--- config.mk ---
export PLATFORM = sky130hd
export DESIGN_NAME = alu_issue_stage
export DESIGN_NICKNAME = d
export VERILOG_FILES = /design/src/rtl/alu_issue_stage.sv
export SDC_FILE = /design/constraint.sdc
export NUM_CORES = 1
export LEC_CHECK = 0
export BUFFER_PORTS_ARGS = -buffer_cell sky130_fd_sc_hd__buf_2
export CAP_MARGIN = 20
export CORE_UTILIZATION = 49
export CTS_CLUSTER_SIZE = 25
export DETAILED_ROUTE_END_ITERATION = 10
export HOLD_SLACK_MARGIN = 0.12
export PLACE_DENSITY = 0.79
export SLEW_MARGIN = 20
export SYNTH_ARGS = -nofsm -noshare
export SYNTH_HDL_FRONTEND = slang
export SYNTH_SLANG_ARGS = --single-unit
--- constraint.sdc ---
create_clock -name clk -period 2.5 [get_ports clk]
set_input_delay 0 -clock clk [delete_from_list [all_inputs] [get_ports clk]]
set_output_delay 0 -clock clk [all_outputs]
set_load 0.05 [all_outputs]
--- src/rtl/alu_issue_stage.sv ---
// Two-slot execute-front stage: decodes RV32I into ALU operands (S1) and captures ALU result/branch outcome (S2).
// Optional operand bypass into S1 is enabled by defining ALU_ISSUE_FWD_EN.
module alu_issue_stage #(
    parameter int unsigned XLEN = 32
) (
    input  logic            clk,
    input  logic            rst,
    input  logic            in_valid,
    output logic            in_ready,
    input  logic [31:0]     instr,
    input  logic [XLEN-1:0] pc,
    input  logic [XLEN-1:0] rs1_val,
    input  logic [XLEN-1:0] rs2_val,
    input  logic            flush,
    output logic [XLEN-1:0] alu_a,
    output logic [XLEN-1:0] alu_b,
    output logic [3:0]      alu_op,
    input  logic [XLEN-1:0] alu_out,
    output logic            res_valid,
    input  logic            res_ready,
    output logic [XLEN-1:0] res_data,
    output logic [4:0]      res_rd,
    output logic            res_we,
    output logic            res_load,
    output logic            res_store,
    output logic [XLEN-1:0] res_store_data,
    output logic            br_taken,
    output logic [XLEN-1:0] br_target,
    output logic            illegal
);
    localparam int unsigned OPW = 4;
    localparam int unsigned RW  = 5;

    localparam logic [6:0] OPC_OP     = 7'b0110011;
    localparam logic [6:0] OPC_OP_IMM = 7'b0010011;
    localparam logic [6:0] OPC_LUI    = 7'b0110111;
    localparam logic [6:0] OPC_AUIPC  = 7'b0010111;
    localparam logic [6:0] OPC_JAL    = 7'b1101111;
    localparam logic [6:0] OPC_JALR   = 7'b1100111;
    localparam logic [6:0] OPC_LOAD   = 7'b0000011;
    localparam logic [6:0] OPC_STORE  = 7'b0100011;
    localparam logic [6:0] OPC_BRANCH = 7'b1100011;

    // S1 state
    logic            s1_v_q, s1_v_d;
    logic [XLEN-1:0] alu_a_q, alu_a_d, alu_b_q, alu_b_d;
    logic [OPW-1:0]  alu_op_q, alu_op_d;
    logic [RW-1:0]   s1_rd_q, s1_rd_d;
    logic            s1_we_q, s1_we_d, s1_load_q, s1_load_d, s1_store_q, s1_store_d;
    logic [XLEN-1:0] s1_sdata_q, s1_sdata_d, s1_target_q, s1_target_d;
    logic            s1_jump_q, s1_jump_d, s1_branch_q, s1_branch_d;
    logic            s1_brlt_q, s1_brlt_d, s1_brinv_q, s1_brinv_d, s1_illegal_q, s1_illegal_d;

    // S2 state
    logic            s2_v_q, s2_v_d;
    logic [XLEN-1:0] res_data_q, res_data_d, res_sdata_q, res_sdata_d, br_target_q, br_target_d;
    logic [RW-1:0]   res_rd_q, res_rd_d;
    logic            res_we_q, res_we_d, res_load_q, res_load_d, res_store_q, res_store_d;
    logic            br_taken_q, br_taken_d, illegal_q, illegal_d;

    logic            s1_adv, accept, xfer, br_cond;
    logic [XLEN-1:0] rs1_fwd, rs2_fwd;
    logic [XLEN-1:0] imm_i, imm_s, imm_b, imm_u, imm_j;
    logic [6:0]      opcode;
    logic [2:0]      f3;
    logic            i30;

    assign s1_adv   = !s2_v_q || res_ready;
    assign in_ready = !s1_v_q || s1_adv;
    assign accept   = in_valid && in_ready && !flush;
    // A flushed S1 entry is squashed rather than promoted.
    assign xfer     = s1_v_q && s1_adv && !flush;

    assign opcode = instr[6:0];
    assign f3     = instr[14:12];
    assign i30    = instr[30];
    assign imm_i  = {{20{instr[31]}}, instr[31:20]};
    assign imm_s  = {{20{instr[31]}}, instr[31:25], instr[11:7]};
    assign imm_b  = {{19{instr[31]}}, instr[31], instr[7], instr[30:25], instr[11:8], 1'b0};
    assign imm_u  = {instr[31:12], 12'b0};
    assign imm_j  = {{11{instr[31]}}, instr[31], instr[19:12], instr[20], instr[30:21], 1'b0};

`ifdef ALU_ISSUE_FWD_EN
    logic [RW-1:0] rs1_idx, rs2_idx;
    assign rs1_idx = instr[19:15];
    assign rs2_idx = instr[24:20];

    // Younger producer in S1 wins over S2; x0 and load addresses are never bypassed.
    always_comb begin
        rs1_fwd = rs1_val;
        rs2_fwd = rs2_val;
        if (rs1_idx != '0) begin
            if (s1_v_q && s1_we_q && !s1_load_q && s1_rd_q == rs1_idx)
                rs1_fwd = alu_out;
            else if (s2_v_q && res_we_q && !res_load_q && res_rd_q == rs1_idx)
                rs1_fwd = res_data_q;
        end
        if (rs2_idx != '0) begin
            if (s1_v_q && s1_we_q && !s1_load_q && s1_rd_q == rs2_idx)
                rs2_fwd = alu_out;
            else if (s2_v_q && res_we_q && !res_load_q && res_rd_q == rs2_idx)
                rs2_fwd = res_data_q;
        end
    end
`else
    assign rs1_fwd = rs1_val;
    assign rs2_fwd = rs2_val;
`endif

    // Decode and S1 next state
    always_comb begin
        s1_v_d       = s1_v_q;
        alu_a_d      = alu_a_q;
        alu_b_d      = alu_b_q;
        alu_op_d     = alu_op_q;
        s1_rd_d      = s1_rd_q;
        s1_we_d      = s1_we_q;
        s1_load_d    = s1_load_q;
        s1_store_d   = s1_store_q;
        s1_sdata_d   = s1_sdata_q;
        s1_target_d  = s1_target_q;
        s1_jump_d    = s1_jump_q;
        s1_branch_d  = s1_branch_q;
        s1_brlt_d    = s1_brlt_q;
        s1_brinv_d   = s1_brinv_q;
        s1_illegal_d = s1_illegal_q;
        if (flush) begin
            s1_v_d = 1'b0;
        end else if (accept) begin
            s1_v_d       = 1'b1;
            alu_a_d      = '0;
            alu_b_d      = '0;
            alu_op_d     = '0;
            s1_rd_d      = instr[11:7];
            s1_we_d      = 1'b0;
            s1_load_d    = 1'b0;
            s1_store_d   = 1'b0;
            s1_sdata_d   = rs2_fwd;
            s1_target_d  = '0;
            s1_jump_d    = 1'b0;
            s1_branch_d  = 1'b0;
            s1_brlt_d    = 1'b0;
            s1_brinv_d   = f3[0];
            s1_illegal_d = 1'b0;
            case (opcode)
                OPC_OP: begin
                    alu_a_d = rs1_fwd; alu_b_d = rs2_fwd; alu_op_d = {i30, f3}; s1_we_d = 1'b1;
                end
                OPC_OP_IMM: begin
                    alu_a_d = rs1_fwd; alu_b_d = imm_i; alu_op_d = {(f3 == 3'b101) && i30, f3};
                    s1_we_d = 1'b1;
                end
                OPC_LUI: begin
                    alu_b_d = imm_u; s1_we_d = 1'b1;
                end
                OPC_AUIPC: begin
                    alu_a_d = pc; alu_b_d = imm_u; s1_we_d = 1'b1;
                end
                OPC_JAL: begin
                    alu_a_d = pc; alu_b_d = XLEN'(4); s1_we_d = 1'b1; s1_jump_d = 1'b1;
                    s1_target_d = pc + imm_j;
                end
                OPC_JALR: begin
                    alu_a_d = pc; alu_b_d = XLEN'(4); s1_we_d = 1'b1; s1_jump_d = 1'b1;
                    s1_target_d = (rs1_fwd + imm_i) & ~XLEN'(1);
                end
                OPC_LOAD: begin
                    alu_a_d = rs1_fwd; alu_b_d = imm_i; s1_load_d = 1'b1;
                end
                OPC_STORE: begin
                    alu_a_d = rs1_fwd; alu_b_d = imm_s; s1_store_d = 1'b1;
                end
                OPC_BRANCH: begin
                    if (f3[2:1] == 2'b01) begin
                        s1_illegal_d = 1'b1;
                    end else begin
                        alu_a_d     = rs1_fwd;
                        alu_b_d     = rs2_fwd;
                        alu_op_d    = (f3[2:1] == 2'b00) ? 4'b1000 : {2'b00, 1'b1, f3[1]};
                        s1_brlt_d   = f3[2];
                        s1_branch_d = 1'b1;
                        s1_target_d = pc + imm_b;
                    end
                end
                default: s1_illegal_d = 1'b1;
            endcase
            if (instr[11:7] == '0) s1_we_d = 1'b0;
        end else if (s1_adv) begin
            s1_v_d = 1'b0;
        end
    end

    // Branch outcome comes from the ALU: SUB for equality, SLT/SLTU for ordering.
    assign br_cond = s1_brlt_q ? alu_out[0] : (alu_out == '0);

    // S2 next state
    always_comb begin
        s2_v_d      = s2_v_q;
        res_data_d  = res_data_q;
        res_rd_d    = res_rd_q;
        res_we_d    = res_we_q;
        res_load_d  = res_load_q;
        res_store_d = res_store_q;
        res_sdata_d = res_sdata_q;
        br_taken_d  = br_taken_q;
        br_target_d = br_target_q;
        illegal_d   = illegal_q;
        if (xfer) begin
            s2_v_d      = 1'b1;
            res_data_d  = alu_out;
            res_rd_d    = s1_rd_q;
            res_we_d    = s1_we_q;
            res_load_d  = s1_load_q;
            res_store_d = s1_store_q;
            res_sdata_d = s1_sdata_q;
            br_taken_d  = s1_jump_q || (s1_branch_q && (br_cond ^ s1_brinv_q));
            br_target_d = s1_target_q;
            illegal_d   = s1_illegal_q;
        end else if (res_ready) begin
            s2_v_d = 1'b0;
        end
    end

    always_ff @(posedge clk) begin
        if (rst) begin
            s1_v_q <= 1'b0; alu_a_q <= '0; alu_b_q <= '0; alu_op_q <= '0;
            s1_rd_q <= '0; s1_we_q <= 1'b0; s1_load_q <= 1'b0; s1_store_q <= 1'b0;
            s1_sdata_q <= '0; s1_target_q <= '0; s1_jump_q <= 1'b0; s1_branch_q <= 1'b0;
            s1_brlt_q <= 1'b0; s1_brinv_q <= 1'b0; s1_illegal_q <= 1'b0;
            s2_v_q <= 1'b0; res_data_q <= '0; res_rd_q <= '0; res_we_q <= 1'b0;
            res_load_q <= 1'b0; res_store_q <= 1'b0; res_sdata_q <= '0;
            br_taken_q <= 1'b0; br_target_q <= '0; illegal_q <= 1'b0;
        end else begin
            s1_v_q <= s1_v_d; alu_a_q <= alu_a_d; alu_b_q <= alu_b_d; alu_op_q <= alu_op_d;
            s1_rd_q <= s1_rd_d; s1_we_q <= s1_we_d; s1_load_q <= s1_load_d; s1_store_q <= s1_store_d;
            s1_sdata_q <= s1_sdata_d; s1_target_q <= s1_target_d; s1_jump_q <= s1_jump_d;
            s1_branch_q <= s1_branch_d; s1_brlt_q <= s1_brlt_d; s1_brinv_q <= s1_brinv_d;
            s1_illegal_q <= s1_illegal_d;
            s2_v_q <= s2_v_d; res_data_q <= res_data_d; res_rd_q <= res_rd_d; res_we_q <= res_we_d;
            res_load_q <= res_load_d; res_store_q <= res_store_d; res_sdata_q <= res_sdata_d;
            br_taken_q <= br_taken_d; br_target_q <= br_target_d; illegal_q <= illegal_d;
        end
    end

    assign alu_a          = alu_a_q;
    assign alu_b          = alu_b_q;
    assign alu_op         = alu_op_q;
    assign res_valid      = s2_v_q;
    assign res_data       = res_data_q;
    assign res_rd         = res_rd_q;
    assign res_we         = res_we_q;
    assign res_load       = res_load_q;
    assign res_store      = res_store_q;
    assign res_store_data = res_sdata_q;
    assign br_taken       = br_taken_q;
    assign br_target      = br_target_q;
    assign illegal        = illegal_q;
endmodule

# --- After elaboration in Yosys (flattened, before gate mapping) ---
# Index checks and enable logic that the tools add are counted.
op_classes:
  mux: 25
  n_bitwise: 2
  addsub: 3
  reduce_logical: 26
  n_eq_ne: 11
op_table:
  columns: ["operator", "count"]
  rows:
  - ["$pmux 32 s3", 2]
  - ["$pmux 32 s6", 1]
  - ["$add 32x32->32", 3]
  - ["$mux 32", 3]
  - ["$logic_not 32->1", 1]
  - ["$eq 7x6->1 const B", 3]
  - ["$eq 7x7->1 const B", 3]
  - ["$mux 1", 15]
  - ["$eq 7x5->1 const B", 2]
  - ["$pmux 4 s3", 1]
  - ["$mux 4", 2]
  - ["$reduce_or 2->1", 4]
  - ["$reduce_or 8->1", 1]
  - ["$eq 7x2->1 const B", 1]
  - ["$logic_and 1x1->1", 6]
  - ["$reduce_or 6->1", 1]
  - ["$logic_not 5->1", 1]
  - ["$reduce_bool 2->1", 2]
  - ["$reduce_or 4->1", 1]
  - ["$eq 3x3->1 const B", 1]
  - ["$logic_not 1->1", 3]
  - ["$logic_or 1x1->1", 3]
  - ["$reduce_or 3->1", 1]
  - ["$eq 2x1->1 const B", 1]
  - ["5 further kinds", 5]
word_totals:
  word_cells: 92
  output_inout_bits: 176
  regBits: 253

# --- Depth between registers and ports, before layout ---
logic_depth:
  depth_word: 6
  ltp_mapped: 12
  ltp_nobuf: 12

# --- Least setup slack after synthesis ---
# No wires, ideal clock.
synth_path:
  kind: "input port to flip-flop"
  start: "input instr[21]"
  end: "register s1_target_q[17]"
  path_stages: 11
  setup_ns: 0.117
  t_arrival_ns: 2.631
  required_time_ns: 2.383
  n_path_buf: 0
  path_slack_ns: -0.247
  cell_sequence: "ha_1 fa_1 a21oi_1 nor2b_1 a311o_1 a2111oi_4 o21bai_2 a311oi_2 xor2_1 o221ai_1 a22o_1"
synth_between:
  elab_chain_cells: 2
synth_lines:
  columns: ["item", "line_no", "rtl"]
  rows:
  - ["start, declared", "10", "input logic [31:0] instr,"]
  - ["$add 32x32->32, on equally long branches", "165, 161", null]
  - ["$pmux 32 s3 (*)", "145", "case (opcode)"]
  - ["end signal, assigned", "236", "s1_sdata_q <= s1_sdata_d; s1_target_q <= s1_target_d; s1_jump_q <= s1_jump_d;"]
  - ["end, declared", "50", "logic [XLEN-1:0] s1_sdata_q, s1_sdata_d, s1_target_q, s1_target_d;"]
# Mark *: on every way between the ends. The rest lies on a longest branch, timed or not.
# A chain may end at the register's enable or synchronous reset.

# --- Worst setup path in the final report ---
layout_path:
  start: "input instr[6]"
  end: "register s1_target_q[1]"
layout_between:
  elab_chain_cells: 2
layout_lines:
  columns: ["item", "line_no"]
  rows:
  - ["$eq 7x7->1", "145"]
  - ["$pmux 32 s3 (*)", "145"]
# Marked as above.

==> results.sh <==
export IMPL_status="finished, final reports clean"
export IMPL_hold_depth=4
export IMPL_first_global_vias=16950
export IMPL_reg2reg_slack_ns=0.07
export IMPL_stdcell_area_um2=20900
export IMPL_fin_skew_ns=0.0333
export IMPL_syn_cell_area_um2=14300
export IMPL_avgViaCountPerCell=5.97
export IMPL_period_minus_slack_ns=2.48
export IMPL_cts_buffers=27
export IMPL_start_util=0.498
export IMPL_rr_startpoint="res_valid"
export IMPL_cts_tree="done"
export IMPL_cts_clk_slew_worst_paths_ns=0.06
export IMPL_grt_overflow=0
export IMPL_hold_path_end="s1_rd_q[0]"
export IMPL_seq_power_share=0.378
export IMPL_drt_wl_total_um=60700
export IMPL_grt_antenna_before_repair=3
export IMPL_drc=0
export IMPL_dr_total_vias=17825
export IMPL_achievable_frequency_mhz=404
export IMPL_clockRootBuffer="clkbuf_16"
export IMPL_cp_top_family="buffers and inverters"
export IMPL_min_from="instr[7]"
export IMPL_dpl_cell_area_um2=17900
export IMPL_reg2regPathDepth=7
export IMPL_maxSlewHeadroom=0.418
export IMPL_design_portCount=341
export IMPL_vdd_drop_max_mv=0.583
export IMPL_cp_data_required_time_ns=2.91
export IMPL_drt_iter0_drc=1978
export IMPL_clock_latency_ns=0.58
export IMPL_port_buffers=340
export IMPL_crit_type="in -> reg"
export IMPL_critPathBufInv=4
export IMPL_placedCellCount=2738
export IMPL_place_hpwl_um=40900
export IMPL_cts_sinks=253
export IMPL_area_growth_pct=46.7
export IMPL_p_comb_frac=0.238
export IMPL_final_nets=2821
export IMPL_whs_ns=0.119
export IMPL_synth_edff_count=0
export IMPL_die_w_um=173
export IMPL_p_int_mw=7.68
export IMPL_grt_util_all_layers=0.388
export IMPL_ys_flop_type="dfxtp_1"
export IMPL_syn_area_per_cell_um2=7.49
export IMPL_core_area_um2=28600
export IMPL_power_frac_clock=0.384
export IMPL_final_cells=2986
export IMPL_worstPathCellList="dlygate4sd3_1 -> buf_2 -> nand3b_1 -> buf_4 -> nor2_1 -> nand2_1 -> nor2_1 -> a221oi_1 -> dlygate4sd3_1 -> nor2_1 -> a21oi_1 -> nor2_1"
export IMPL_place_congestion=0.958
export IMPL_hold_class="in -> reg"
export IMPL_leakage_nw=9.04
export IMPL_cts_buffer_depth=3
export IMPL_slowest_stage="dlygate4sd3_1"
export IMPL_setup_viol=0
export IMPL_ys_async_sr_fraction=0
export IMPL_hold_viol=0
export IMPL_rows=62
export IMPL_rsz0062_at_grt="true"
export IMPL_power_per_cell_area_nw_per_um2=520
export IMPL_wl_per_cell_um=20.3
export IMPL_die_h_um=173
export IMPL_dieArea_um2=29800
export IMPL_drive_gt1_frac=0.259
export IMPL_path_max_fanout=6
export IMPL_timing_setup_tns_ns=0
export IMPL_drtAntennaViolNets=0
export IMPL_arrival_ns=2.89
export IMPL_grt_max_degree=142
export IMPL_grt_pass1_wl_um=93000
export IMPL_maxSlewViolCount=0
export IMPL_synth_seq_cells=253
export IMPL_switchingPower_mw=3.20
export IMPL_yosysUniqueCellTypes=74
export IMPL_drv_cap=0
export IMPL_r2r_end="s1_sdata_q[13]"
export IMPL_first_pass_iters=6
export IMPL_swShare=0.294
export IMPL_syn_inst=1903
export IMPL_cp_common_cell="nor2_1"
export IMPL_crit_path_end_kind="flop"
export IMPL_fillCellCount=2092
export IMPL_finalPower_mw=10.9
export IMPL_cts_htree_levels=1
export IMPL_syn_nets=2144
export IMPL_fin_crit_sh=0.991
export IMPL_synth_warnings=0
export IMPL_seq_area_frac_synth=0.355
export IMPL_max_stage_delay_ns=0.64
export IMPL_worstMarginPinSlew_ns=0.873
export IMPL_crit_path_start_kind="input port"
==> metal layers <==
layer	up-vias	global-route usage	wire, um
met1	8297	0.503	24600
met2	1123	0.614	26600
met4	0	0.195	3330
met3	239	0.0781	6220
li1	8166	-	-
met5	-	0	0
==> metrics by stage <==
step	util	worst slack, ns
CTS	0.724	0.0415
detailed placement	0.625	-0.652
finish	0.730	0.0226
global placement	0.625	-0.567
global route	0.730	-0.00688
floorplan	-	0.0297
==> cells by family after synthesis <==
| family | count (synthesis) | share of synthesized area |
|---|---|---|
| AO/OA/AOI/OAI | 636 | 0.281 |
| multiplexers | 10 | 0.00702 |
| flip-flops | 253 | 0.355 |
| buffers and inverters | 155 | 0.0416 |
| XOR/XNOR | 55 | 0.0338 |
| AND/OR/NAND/NOR | 718 | 0.213 |
| adder cells (fa/ha/maj) | 76 | 0.0683 |
==> registers in the layout, summed over array words and instances, names as in the netlist, 4 cells and up <==
| signal | count |
|---|---|
| br_target | 32 |
| s1_rd_q | 5 |
| alu_b | 32 |
| s1_target_q | 32 |
| alu_op | 4 |
| res_rd | 5 |
| res_store_data | 32 |
| alu_a | 32 |
| res_data | 32 |
| s1_sdata_q | 32 |
==> power by group through the flow <==
| stage | clock [mW] | sequential, mW | combinational (mW) |
|---|---|---|---|
| detailed placement | 0 | 4.20 | 2.26 |
| finish | 4.18 | 4.11 | 2.59 |
| CTS | 4.16 | 4.11 | 2.47 |
| floorplan | 0 | 4.26 | 1.14 |
| global route | 4.35 | 4.11 | 2.75 |
| global placement | 0 | 4.19 | 2.23 |
==> what timing repair did <==
| action | 4_1_cts | 5_1_grt |
|---|---|---|
| setup buffers | 0 | 7 |
| endpoints found under the hold margin | 188 | 0 |
| pin swaps | 0 | 12 |
| resized for setup | 1 | 31 |
| endpoints found under the setup margin | 1 | 45 |
| hold buffers | 191 | 0 |
==> worst max-delay path by stage <==
stage / startpoint / endpoint / cells past startpoint
after floorplan: instr[21] / s1_target_q[17] / 11
after global placement: instr[22] / s1_target_q[28] / 13
after detailed placement: instr[22] / s1_target_q[28] / 13
after CTS: instr[7] / s1_target_q[24] / 12
after global routing: instr[6] / s1_target_q[1] / 12
final: instr[6] / s1_target_q[1] / 12
==> tightest hold or removal path: cells and delay by family <==
kind,cells,cell delay [ns]
buffers and inverters,2,0.53
and+or+nand+nor,1,0.05
AOI/OAI and AO/OA,1,0.05
==> synth_stat cells (16+ instances only) <==
master    count  share of area
a21oi_1     312           0.11
dfxtp_1     253           0.36
inv_1        21         0.0055
nor2_1      194          0.051
a221oi_1     34          0.021
a21o_1       42          0.022
ha_1         73          0.064
nor3_1       16         0.0056
nand4_1      23          0.010
clkbuf_1    120          0.032
o21ai_0      49          0.017
nand2_1     387           0.10
xnor2_1      31          0.019
xor2_1       24          0.015
a22oi_1      51          0.027
nand3_1      20         0.0070
==> final cells by class <==
cell class,instances,area [um2],share of cell area
multi-input cells,1495,8730,0.418
repair buffers,782,5630,0.269
flip-flops and latches,253,5070,0.242
clock buffers,37,753,0.0360
well taps,384,480,0.0230
clock inverters,11,159,0.00760
inverters,21,78.8,0.00377
diodes,3,7.51,0.000359
==> cells in the final DEF (no fill, tap or decap), types with 6 or more instances in the layout <==
master	count
xor2_1	24
buf_4	241
o21ai_1	13
a22oi_1	50
nor2_1	193
ha_1	68
a222oi_1	8
a221oi_1	33
dfxtp_1	252
o22ai_1	11
a21oi_1	309
o21bai_1	6
and3_1	10
nor2b_1	10
o21ai_0	44
inv_1	21
mux2i_1	10
buf_12	9
a211o_1	10
clkbuf_16	27
nand2_1	386
clkbuf_1	6
o211ai_1	12
nor4_1	10
nand3_1	20
nand2b_1	9
nor3_1	13
xnor2_1	31
buf_2	338
a31oi_1	7
and2_1	7
nand4_1	23
a211oi_1	13
dlygate4sd3_1	190
o21a_1	13
nand3b_1	7
a21o_1	42
Power figures use the tool's default switching activity.
